$ cat src/rtl/cache_pkg.sv
// Shared types and width helpers for the set-associative cache.
package cache_pkg;

  typedef enum logic [2:0] {
    IDLE,
    LOOKUP,
    WRITEBACK,
    REFILL,
    RESPOND
  } state_t;

  function automatic int clog2(input int v);
    int r;
    r = 0;
    while ((1 << r) < v) r++;
    return r;
  endfunction

  function automatic int index_w(input int sets);
    return clog2(sets);
  endfunction

  function automatic int tag_w(input int addr_w, input int sets);
    return addr_w - clog2(sets);
  endfunction

  function automatic int age_w(input int ways);
    return clog2(ways);
  endfunction

endpackage

$ cat src/rtl/lru_age_tracker.sv
// True-LRU age array for all sets; age 0 = most recent, WAYS-1 = victim.
module lru_age_tracker
  import cache_pkg::*;
#(
  parameter int SETS = 4,
  parameter int WAYS = 2,
  localparam int INDEX_W = index_w(SETS),
  localparam int AGE_W = age_w(WAYS)
) (
  input  logic               clock,
  input  logic               reset,
  input  logic [INDEX_W-1:0] set_idx,
  input  logic [AGE_W-1:0]   touch_way,
  input  logic               update,
  output logic [AGE_W-1:0]   victim
);

  logic [AGE_W-1:0] age [SETS][WAYS];
  logic [AGE_W-1:0] touched_age;

  assign touched_age = age[set_idx][touch_way];

  // Ages of one set stay a permutation: the touched way goes to 0, younger ones shift up.
  always_ff @(posedge clock) begin
    if (reset) begin
      for (int s = 0; s < SETS; s++)
        for (int w = 0; w < WAYS; w++)
          age[s][w] <= AGE_W'(w);
    end else if (update) begin
      for (int w = 0; w < WAYS; w++) begin
        if (AGE_W'(w) == touch_way)
          age[set_idx][w] <= '0;
        else if (age[set_idx][w] < touched_age)
          age[set_idx][w] <= age[set_idx][w] + 1'b1;
      end
    end
  end

  always_comb begin
    victim = '0;
    for (int w = 0; w < WAYS; w++)
      if (age[set_idx][w] == AGE_W'(WAYS - 1))
        victim = AGE_W'(w);
  end

endmodule

$ cat src/rtl/assoc_cache.sv
// N-way write-back, write-allocate cache with memory writeback/refill sequencing.
// Optional hit/miss counters are built when CACHE_STATS_EN is defined.
//
// state     | meaning
// IDLE      | req_ready high, waiting for a CPU request
// LOOKUP    | tag compare, pick hit way or victim
// WRITEBACK | victim dirty: write it to memory, wait for mem_ack
// REFILL    | read miss: fetch the word, wait for mem_ack
// RESPOND   | one-cycle response, write data stored, LRU updated
module assoc_cache
  import cache_pkg::*;
#(
  parameter int ADDR_W = 5,
  parameter int DATA_W = 3,
  parameter int SETS = 4,
  parameter int WAYS = 2,
  localparam int INDEX_W = index_w(SETS),
  localparam int TAG_W = tag_w(ADDR_W, SETS),
  localparam int AGE_W = age_w(WAYS)
) (
  input  logic              clock,
  input  logic              reset,
  input  logic              req_valid,
  output logic              req_ready,
  input  logic              wren,
  input  logic [ADDR_W-1:0] address,
  input  logic [DATA_W-1:0] wdata,
  output logic              resp_valid,
  output logic [DATA_W-1:0] rdata,
  output logic              hit,
  output logic              valid_o,
  output logic              dirty_o,
  output logic [AGE_W-1:0]  lru_way,
  output logic              mem_req,
  output logic              mem_we,
  output logic [ADDR_W-1:0] mem_addr,
  output logic [DATA_W-1:0] mem_wdata,
  input  logic [DATA_W-1:0] mem_rdata,
  input  logic              mem_ack,
  output logic [15:0]       hit_count,
  output logic [15:0]       miss_count
);

  state_t state, state_nx;

  logic [ADDR_W-1:0] addr_q;
  logic              wren_q;
  logic [DATA_W-1:0] wdata_q;
  logic [INDEX_W-1:0] idx;
  logic [TAG_W-1:0]   tag_q;

  logic              vld [SETS][WAYS];
  logic              drt [SETS][WAYS];
  logic [TAG_W-1:0]  tag_mem [SETS][WAYS];
  logic [DATA_W-1:0] data_mem [SETS][WAYS];

  logic             hit_any, inv_any, vict_dirty;
  logic [AGE_W-1:0] hit_way, inv_way, vict_way, sel_way, lru_victim;
  logic [AGE_W-1:0] way_q;
  logic             hit_q, valid_q, dirty_q;

  assign idx   = addr_q[INDEX_W-1:0];
  assign tag_q = addr_q[ADDR_W-1:INDEX_W];

  lru_age_tracker #(.SETS(SETS), .WAYS(WAYS)) u_lru (
    .clock     (clock),
    .reset     (reset),
    .set_idx   (idx),
    .touch_way (way_q),
    .update    (state == RESPOND),
    .victim    (lru_victim)
  );

  // Descending scan leaves the lowest matching index selected.
  always_comb begin
    hit_any = 1'b0;
    hit_way = '0;
    inv_any = 1'b0;
    inv_way = '0;
    for (int w = WAYS - 1; w >= 0; w--) begin
      if (vld[idx][w] && tag_mem[idx][w] == tag_q) begin
        hit_any = 1'b1;
        hit_way = AGE_W'(w);
      end
      if (!vld[idx][w]) begin
        inv_any = 1'b1;
        inv_way = AGE_W'(w);
      end
    end
    vict_way   = inv_any ? inv_way : lru_victim;
    sel_way    = hit_any ? hit_way : vict_way;
    vict_dirty = vld[idx][vict_way] && drt[idx][vict_way];
  end

  always_ff @(posedge clock) begin
    if (reset) state <= IDLE;
    else       state <= state_nx;
  end

  always_comb begin
    state_nx = state;
    case (state)
      IDLE:      if (req_valid) state_nx = LOOKUP;
      LOOKUP: begin
        if (hit_any)         state_nx = RESPOND;
        else if (vict_dirty) state_nx = WRITEBACK;
        else if (!wren_q)    state_nx = REFILL;
        else                 state_nx = RESPOND;
      end
      WRITEBACK: if (mem_ack) state_nx = wren_q ? RESPOND : REFILL;
      REFILL:    if (mem_ack) state_nx = RESPOND;
      RESPOND:   state_nx = IDLE;
      default:   state_nx = IDLE;
    endcase
  end

  always_ff @(posedge clock) begin
    if (reset) begin
      addr_q  <= '0;
      wren_q  <= 1'b0;
      wdata_q <= '0;
      way_q   <= '0;
      hit_q   <= 1'b0;
      valid_q <= 1'b0;
      dirty_q <= 1'b0;
    end else begin
      if (state == IDLE && req_valid) begin
        addr_q  <= address;
        wren_q  <= wren;
        wdata_q <= wdata;
      end
      if (state == LOOKUP) begin
        way_q   <= sel_way;
        hit_q   <= hit_any;
        valid_q <= hit_any || vld[idx][vict_way];
        dirty_q <= !hit_any && vict_dirty;
      end
    end
  end

  always_ff @(posedge clock) begin
    if (reset) begin
      for (int s = 0; s < SETS; s++)
        for (int w = 0; w < WAYS; w++) begin
          vld[s][w] <= 1'b0;
          drt[s][w] <= 1'b0;
        end
    end else if (state == REFILL && mem_ack) begin
      vld[idx][way_q] <= 1'b1;
      drt[idx][way_q] <= 1'b0;
    end else if (state == RESPOND && wren_q) begin
      vld[idx][way_q] <= 1'b1;
      drt[idx][way_q] <= 1'b1;
    end
  end

  always_ff @(posedge clock) begin
    if (!reset) begin
      if (state == REFILL && mem_ack) begin
        tag_mem[idx][way_q]  <= tag_q;
        data_mem[idx][way_q] <= mem_rdata;
      end else if (state == RESPOND && wren_q) begin
        tag_mem[idx][way_q]  <= tag_q;
        data_mem[idx][way_q] <= wdata_q;
      end
    end
  end

  always_comb begin
    req_ready  = (state == IDLE);
    resp_valid = 1'b0;
    rdata      = '0;
    hit        = 1'b0;
    valid_o    = 1'b0;
    dirty_o    = 1'b0;
    lru_way    = '0;
    mem_req    = 1'b0;
    mem_we     = 1'b0;
    mem_addr   = '0;
    mem_wdata  = '0;
    case (state)
      WRITEBACK: begin
        mem_req   = 1'b1;
        mem_we    = 1'b1;
        mem_addr  = {tag_mem[idx][way_q], idx};
        mem_wdata = data_mem[idx][way_q];
      end
      REFILL: begin
        mem_req  = 1'b1;
        mem_addr = addr_q;
      end
      RESPOND: begin
        resp_valid = 1'b1;
        hit        = hit_q;
        valid_o    = valid_q;
        dirty_o    = dirty_q;
        lru_way    = way_q;
        rdata      = wren_q ? wdata_q : data_mem[idx][way_q];
      end
      default: ;
    endcase
  end

`ifdef CACHE_STATS_EN
  logic [15:0] hit_cnt, miss_cnt;

  always_ff @(posedge clock) begin
    if (reset) begin
      hit_cnt  <= '0;
      miss_cnt <= '0;
    end else if (state == RESPOND) begin
      if (hit_q && hit_cnt != 16'hFFFF)    hit_cnt  <= hit_cnt + 16'd1;
      if (!hit_q && miss_cnt != 16'hFFFF)  miss_cnt <= miss_cnt + 16'd1;
    end
  end

  assign hit_count  = hit_cnt;
  assign miss_count = miss_cnt;
`else
  assign hit_count  = '0;
  assign miss_count = '0;
`endif

endmodule

$ cat config.mk
export PLATFORM = sky130hd
export DESIGN_NAME = assoc_cache
export DESIGN_NICKNAME = d
export VERILOG_FILES = /design/src/rtl/cache_pkg.sv /design/src/rtl/lru_age_tracker.sv /design/src/rtl/assoc_cache.sv
export SDC_FILE = /design/constraint.sdc
export NUM_CORES = 1
export LEC_CHECK = 0
export ABC_AREA = 0
export CAP_MARGIN = 10
export CORE_ASPECT_RATIO = 1.25
export CORE_MARGIN = 2
export CORE_UTILIZATION = 56
export CTS_BUF_LIST = sky130_fd_sc_hd__clkbuf_2 sky130_fd_sc_hd__clkbuf_4 sky130_fd_sc_hd__clkbuf_8
export DETAILED_ROUTE_END_ITERATION = 8
export GPL_TIMING_DRIVEN = 0
export HOLD_SLACK_MARGIN = 0.08
export PLACE_DENSITY = 0.82
export SETUP_SLACK_MARGIN = 0.15
export SYNTH_ARGS = -nofsm -noshare
export SYNTH_HDL_FRONTEND = slang
export SYNTH_SLANG_ARGS = --single-unit
export TNS_END_PERCENT = 50
$ cat constraint.sdc
create_clock -name clock -period 2.85 [get_ports clock]
set_clock_uncertainty 0.2 [all_clocks]
set_input_delay 0.855 -clock clock [delete_from_list [all_inputs] [get_ports clock]]
set_output_delay 0.855 -clock clock [all_outputs]
set_load 0.05 [all_outputs]
# After elaboration in Yosys (flattened, before gate mapping)
# Memory sizes are Yosys's and may differ from the RTL's. A register that Yosys moved wholly into a read port is not among the register bits.
# Index checks and enable logic that the tools add are counted.
# totals
regBits	16
mem_bits_rw	72
in_bits	16
output_inout_bits	51
wordCells	177
n_memories	5
# op_classes
addsub	2
order_cmp	5
eq_ne	9
mux	112
bitwise	20
n_reduce_logical	16
# memory_table
name	words	width	read_ports	rd_clocked_by_memory_dff	wr	line_no	rtl
data_mem	4	6	1	1	1	assoc_cache.sv:55	logic [DATA_W-1:0] data_mem [SETS][WAYS];
tag_mem	4	6	1	1	1	assoc_cache.sv:54	logic [TAG_W-1:0] tag_mem [SETS][WAYS];
drt	4	2	1	1	4	assoc_cache.sv:53	logic drt [SETS][WAYS];
u_lru.age	4	2	1	1	4	lru_age_tracker.sv:18	logic [AGE_W-1:0] age [SETS][WAYS];
vld	4	2	1	1	4	assoc_cache.sv:52	logic vld [SETS][WAYS];
# ops
cell	n
1-bit two-way mux	69
3-bit two-way mux	16
2-bit two-way mux	21
1-bit bitwise OR	18
6-bit two-way mux	2
3-bit one-hot mux with 4 select lines	1
5-bit one-hot mux with 2 select lines	1
1-bit logical AND	8
2-bit OR reduction	4
3-bit by 2-bit equality test with 1-bit output (second input constant)	2
3-bit equality test	2
2-bit != test (second input constant)	3
2-bit greater-or-equal comparator (second input constant)	2
1-bit NOT with 2-bit output	2
3-bit demux with 1-bit select	1
3-bit by 1-bit equality test with 1-bit output (second input constant)	1
3-bit equality test (second input constant)	1
3-bit zero test	1
3-bit AND reduction	1
1-bit adder (second input constant)	2
1-bit < comparator	2
2-bit by 1-bit < comparator with 1-bit output (second input constant)	1
1-bit demux with 1-bit select	1
1-bit zero test	1
1-bit logical OR	1

# Depth between registers and ports, before layout
# logic_depth
depth_word	13
ltp_mapped	7
depth_no_buf	6

# By module
# A second synthesis with hierarchy kept.
# hier_totals
hier_cells	357
hier_area_um2	4372.9
# modules_own_cells
module	n_inst	cells_each	area_each_um2	seq_area_each_um2
assoc_cache	1	314	3878.7	2202.1
lru_age_tracker	1	43	494.2	230.2

# Worst setup path before layout
# OpenSTA, ideal clock, no wires.
# synth_timing
path_type	register to output
start	register state[1]
end	output port mem_wdata[0]
arrival_ns	1.800
slack_ns	-0.005
path_stages_with_launch	5
path_cell_list	dfxtp_1 > nand2b_1 > inv_1 > nand2b_1 > nor2_1
# synth_between
elab_chain_cells	2
# synth_lines
item	line_no	rtl
from (decl)	assoc_cache.sv:44	state_t state, state_nx;
from (signal assigned)	assoc_cache.sv:97	else state <= state_nx;
3-bit by 2-bit equality test with 1-bit output	assoc_cache.sv:181	case (state)
3-bit two-way mux	assoc_cache.sv:181	
to (decl)	assoc_cache.sv:37	output logic [DATA_W-1:0] mem_wdata,
# No other way between the ends.

==> results.cfg <==
[global_route]
grt.total_usage = 0.238
grt_pass1_wl_um = 15700
grt_pass1_vias = 3049
overflow = 0
grt_max_degree = 17
antenna_found_initial = 0

[floorplan]
fp.dieW_um = 83.7
rows = 36
initial_utilization = 0.574
top_level_ports = 67
die-area_mm2 = 0.00867
coreArea_mm2 = 0.00775
die_h_um = 104

[clock_tree]
cts_tree = done
htree_levels = 3
postCtsHoldBufs = 0
cts-root-buf = clkbuf_8
cts_sinks = 90
clk_latency_ns = 0.36
clock_path_buffers = 2
cts.clk_slew.worst_paths_ns = 0.09
numCtsBuffers = 9

[timing]
fin_ws_ns = -0.368
relSlewSlack = 0.378
worst_slew_pin_slew_ns = 0.921
tns_ns = -2.41
rsz0062_at_grt = true
slew_violations = 0
max_freq_mhz = 311
finalCriticalPeriod_ns = 3.22
period_share = 1.13
setup_violations = 9
hold_viol_final = 0

[logic_synthesis]
synthesis.instances = 361
synth_cell_types = 58
netlist_area_mm2 = 0.00445
seq_area_frac_synth = 0.547
synth-edff-count = 63
synthFlopType = edfxtp_1
syn_avg_cell_area_um2 = 12.3
yosys_register_bits = 90
yosys_warnings = 0
ys_async_sr_fraction = 0

[worst_setup_path]
crit_path_end_kind = output port
worstPathArrival_ns = 2.16
start_kind = flip-flop
required_ns = 1.80
setup.worst_path.class = flip-flop to output port
r2r_setup_slack_ns = 0.30
cp_max_fo = 7

[run_status]
violations = negative setup slack
outcome = finished with violations

[power_and_ir_drop]
pwr-share-seq = 0.472
internal-power_mw = 2.12
vdd_drop_max_mv = 0.550
clkPwrFrac = 0.249
leakage_nw = 2.01
pwr-share-comb = 0.279
p_sw_frac = 0.339
power.switching_mw = 1.09
powerDensity_mw_per_mm2 = 595

[drt]
viasPerCell = 5.77
drc_errors = 0
routedWlPerCell_um = 19.0
ant_nets = 0
drt_iter0_markers = 258
wl_um = 10600
vias = 3197
first_pass_iters = 5

[cells_and_area]
area_growth_pct = 21.4
drive_gt1_frac = 0.336
final_cells = 554
layout_commonest_cell = edfxtp_1
antenna_cells = 0
final_cell_mix = edfxtp_1, buf_4, nand2_1
fin_nets = 470

[placed_design]
io_buffers = 33
routabilityCongestion = 0.919
place_inst = 520
dp_hpwl_um = 7230

[hold_path]
hold_path_class = flip-flop to flip-flop

[run]
maxCapViolCount = 0
-- area by class of cell --
type                            count  area (µm²)
Fill cell                         569        2350
Buffer                             52         374
Clock inverter                      7        55.1
Tap cell                           95         119
Inverter                           12        47.5
Sequential cell                    90        2440
Clock buffer                        9         124
Multi-Input combinational cell    238        1770
Timing Repair Buffer               51         464
-- layer usage --
layer	wire length (µm)	GRT usage
met5	0	0
met4	331	0.101
met3	883	0.0430
met2	5470	0.406
met1	3860	0.298
-- worst max-delay path, stage by stage, from the launching register on --
cell     delay, ns
dfxtp_2       0.35
buf_8         0.13
buf_12        0.13
mux4_2        0.51
mux2i_2       0.22
nor2_1        0.07
a21oi_1       0.17
nor2_2        0.06
buf_6         0.15
-- cell families (layout without fill, tap and decap cells) --
| logic type | Yosys count | count (layout) | synth area share |
|---|---|---|---|
| AO/OA/AOI/OAI | 53 | 53 | 0.0811 |
| XOR/XNOR | 6 | 6 | 0.0152 |
| buffers and inverters | 64 | 131 | 0.0923 |
| flip-flops | 90 | 90 | 0.547 |
| multiplexers | 31 | 31 | 0.138 |
| other | 1 | 32 | 0.000844 |
| AND/OR/NAND/NOR | 116 | 116 | 0.126 |
-- final timing paths --
check	startpoint	end	depth (start not counted)
worst min register to register	dirty_q$_SDFFE_PP0P_	dirty_q$_SDFFE_PP0P_	2
worst max-delay path	flip-flop	rdata[0]	8
worst min-delay path	dirty_q$_SDFFE_PP0P_	dirty_q$_SDFFE_PP0P_	2
worst max register to register	state[1]$_SDFFE_PP0P_	data_mem[3][2]$_DFFE_PP_	5
-- sequential cells by signal, indices dropped and copies added, names as in the netlist, named ones only --
| signal | flops |
|---|---|
| wren_q | 1 |
| drt | 8 |
| hit_q | 1 |
| wdata_q | 3 |
| valid_q | 1 |
| way_q | 1 |
| data_mem | 24 |
| dirty_q | 1 |
| state | 3 |
| vld | 8 |
| u_lru.age | 8 |
| addr_q | 5 |
| tag_mem | 24 |
-- per-stage QoR --
step | hold WS (ns) | utilization | worst slack, ns | total power, mW | cell area, µm²
detailed placement | 0.245 | 0.647 | -0.633 | 2.33 | 5010
finish | 0.258 | 0.696 | -0.368 | 3.21 | 5400
CTS | 0.258 | 0.681 | -0.341 | 3.15 | 5280
global placement | 0.241 | 0.647 | -0.614 | 2.31 | 5010
floorplan | 0.227 | - | -0.00457 | 2.13 | 4560
global route | 0.277 | 0.696 | -0.424 | 3.32 | 5400
-- synthesized netlist by cell type, types with 7 or more instances --
| master | instances | share of area |
|---|---|---|
| edfxtp_1 | 63 | 0.43 |
| clkbuf_1 | 9 | 0.0076 |
| buf_2 | 7 | 0.0079 |
| nor2_1 | 39 | 0.033 |
| o22ai_1 | 8 | 0.011 |
| inv_1 | 11 | 0.0093 |
| dfxtp_1 | 27 | 0.12 |
| a21oi_1 | 17 | 0.019 |
| and2_1 | 8 | 0.011 |
| mux4_1 | 15 | 0.089 |
| nand2_1 | 33 | 0.028 |
| buf_4 | 32 | 0.054 |
-- power groups by stage --
stage	logic, mW	registers [mW]	clock network (mW)
floorplan	0.607	1.52	0
global placement	0.775	1.53	0
detailed placement	0.789	1.54	0
CTS	0.840	1.51	0.799
global route	0.946	1.52	0.849
finish	0.895	1.52	0.797
-- what timing repair did --
item                       4_1_cts  5_1_grt
setup buffers                    9        8
gates resized for setup        145       23
pin swaps                        2        3
setup endpoints to repair       53       40
cloned                           1        0
No activity file was read; power rests on OpenSTA's default activity.
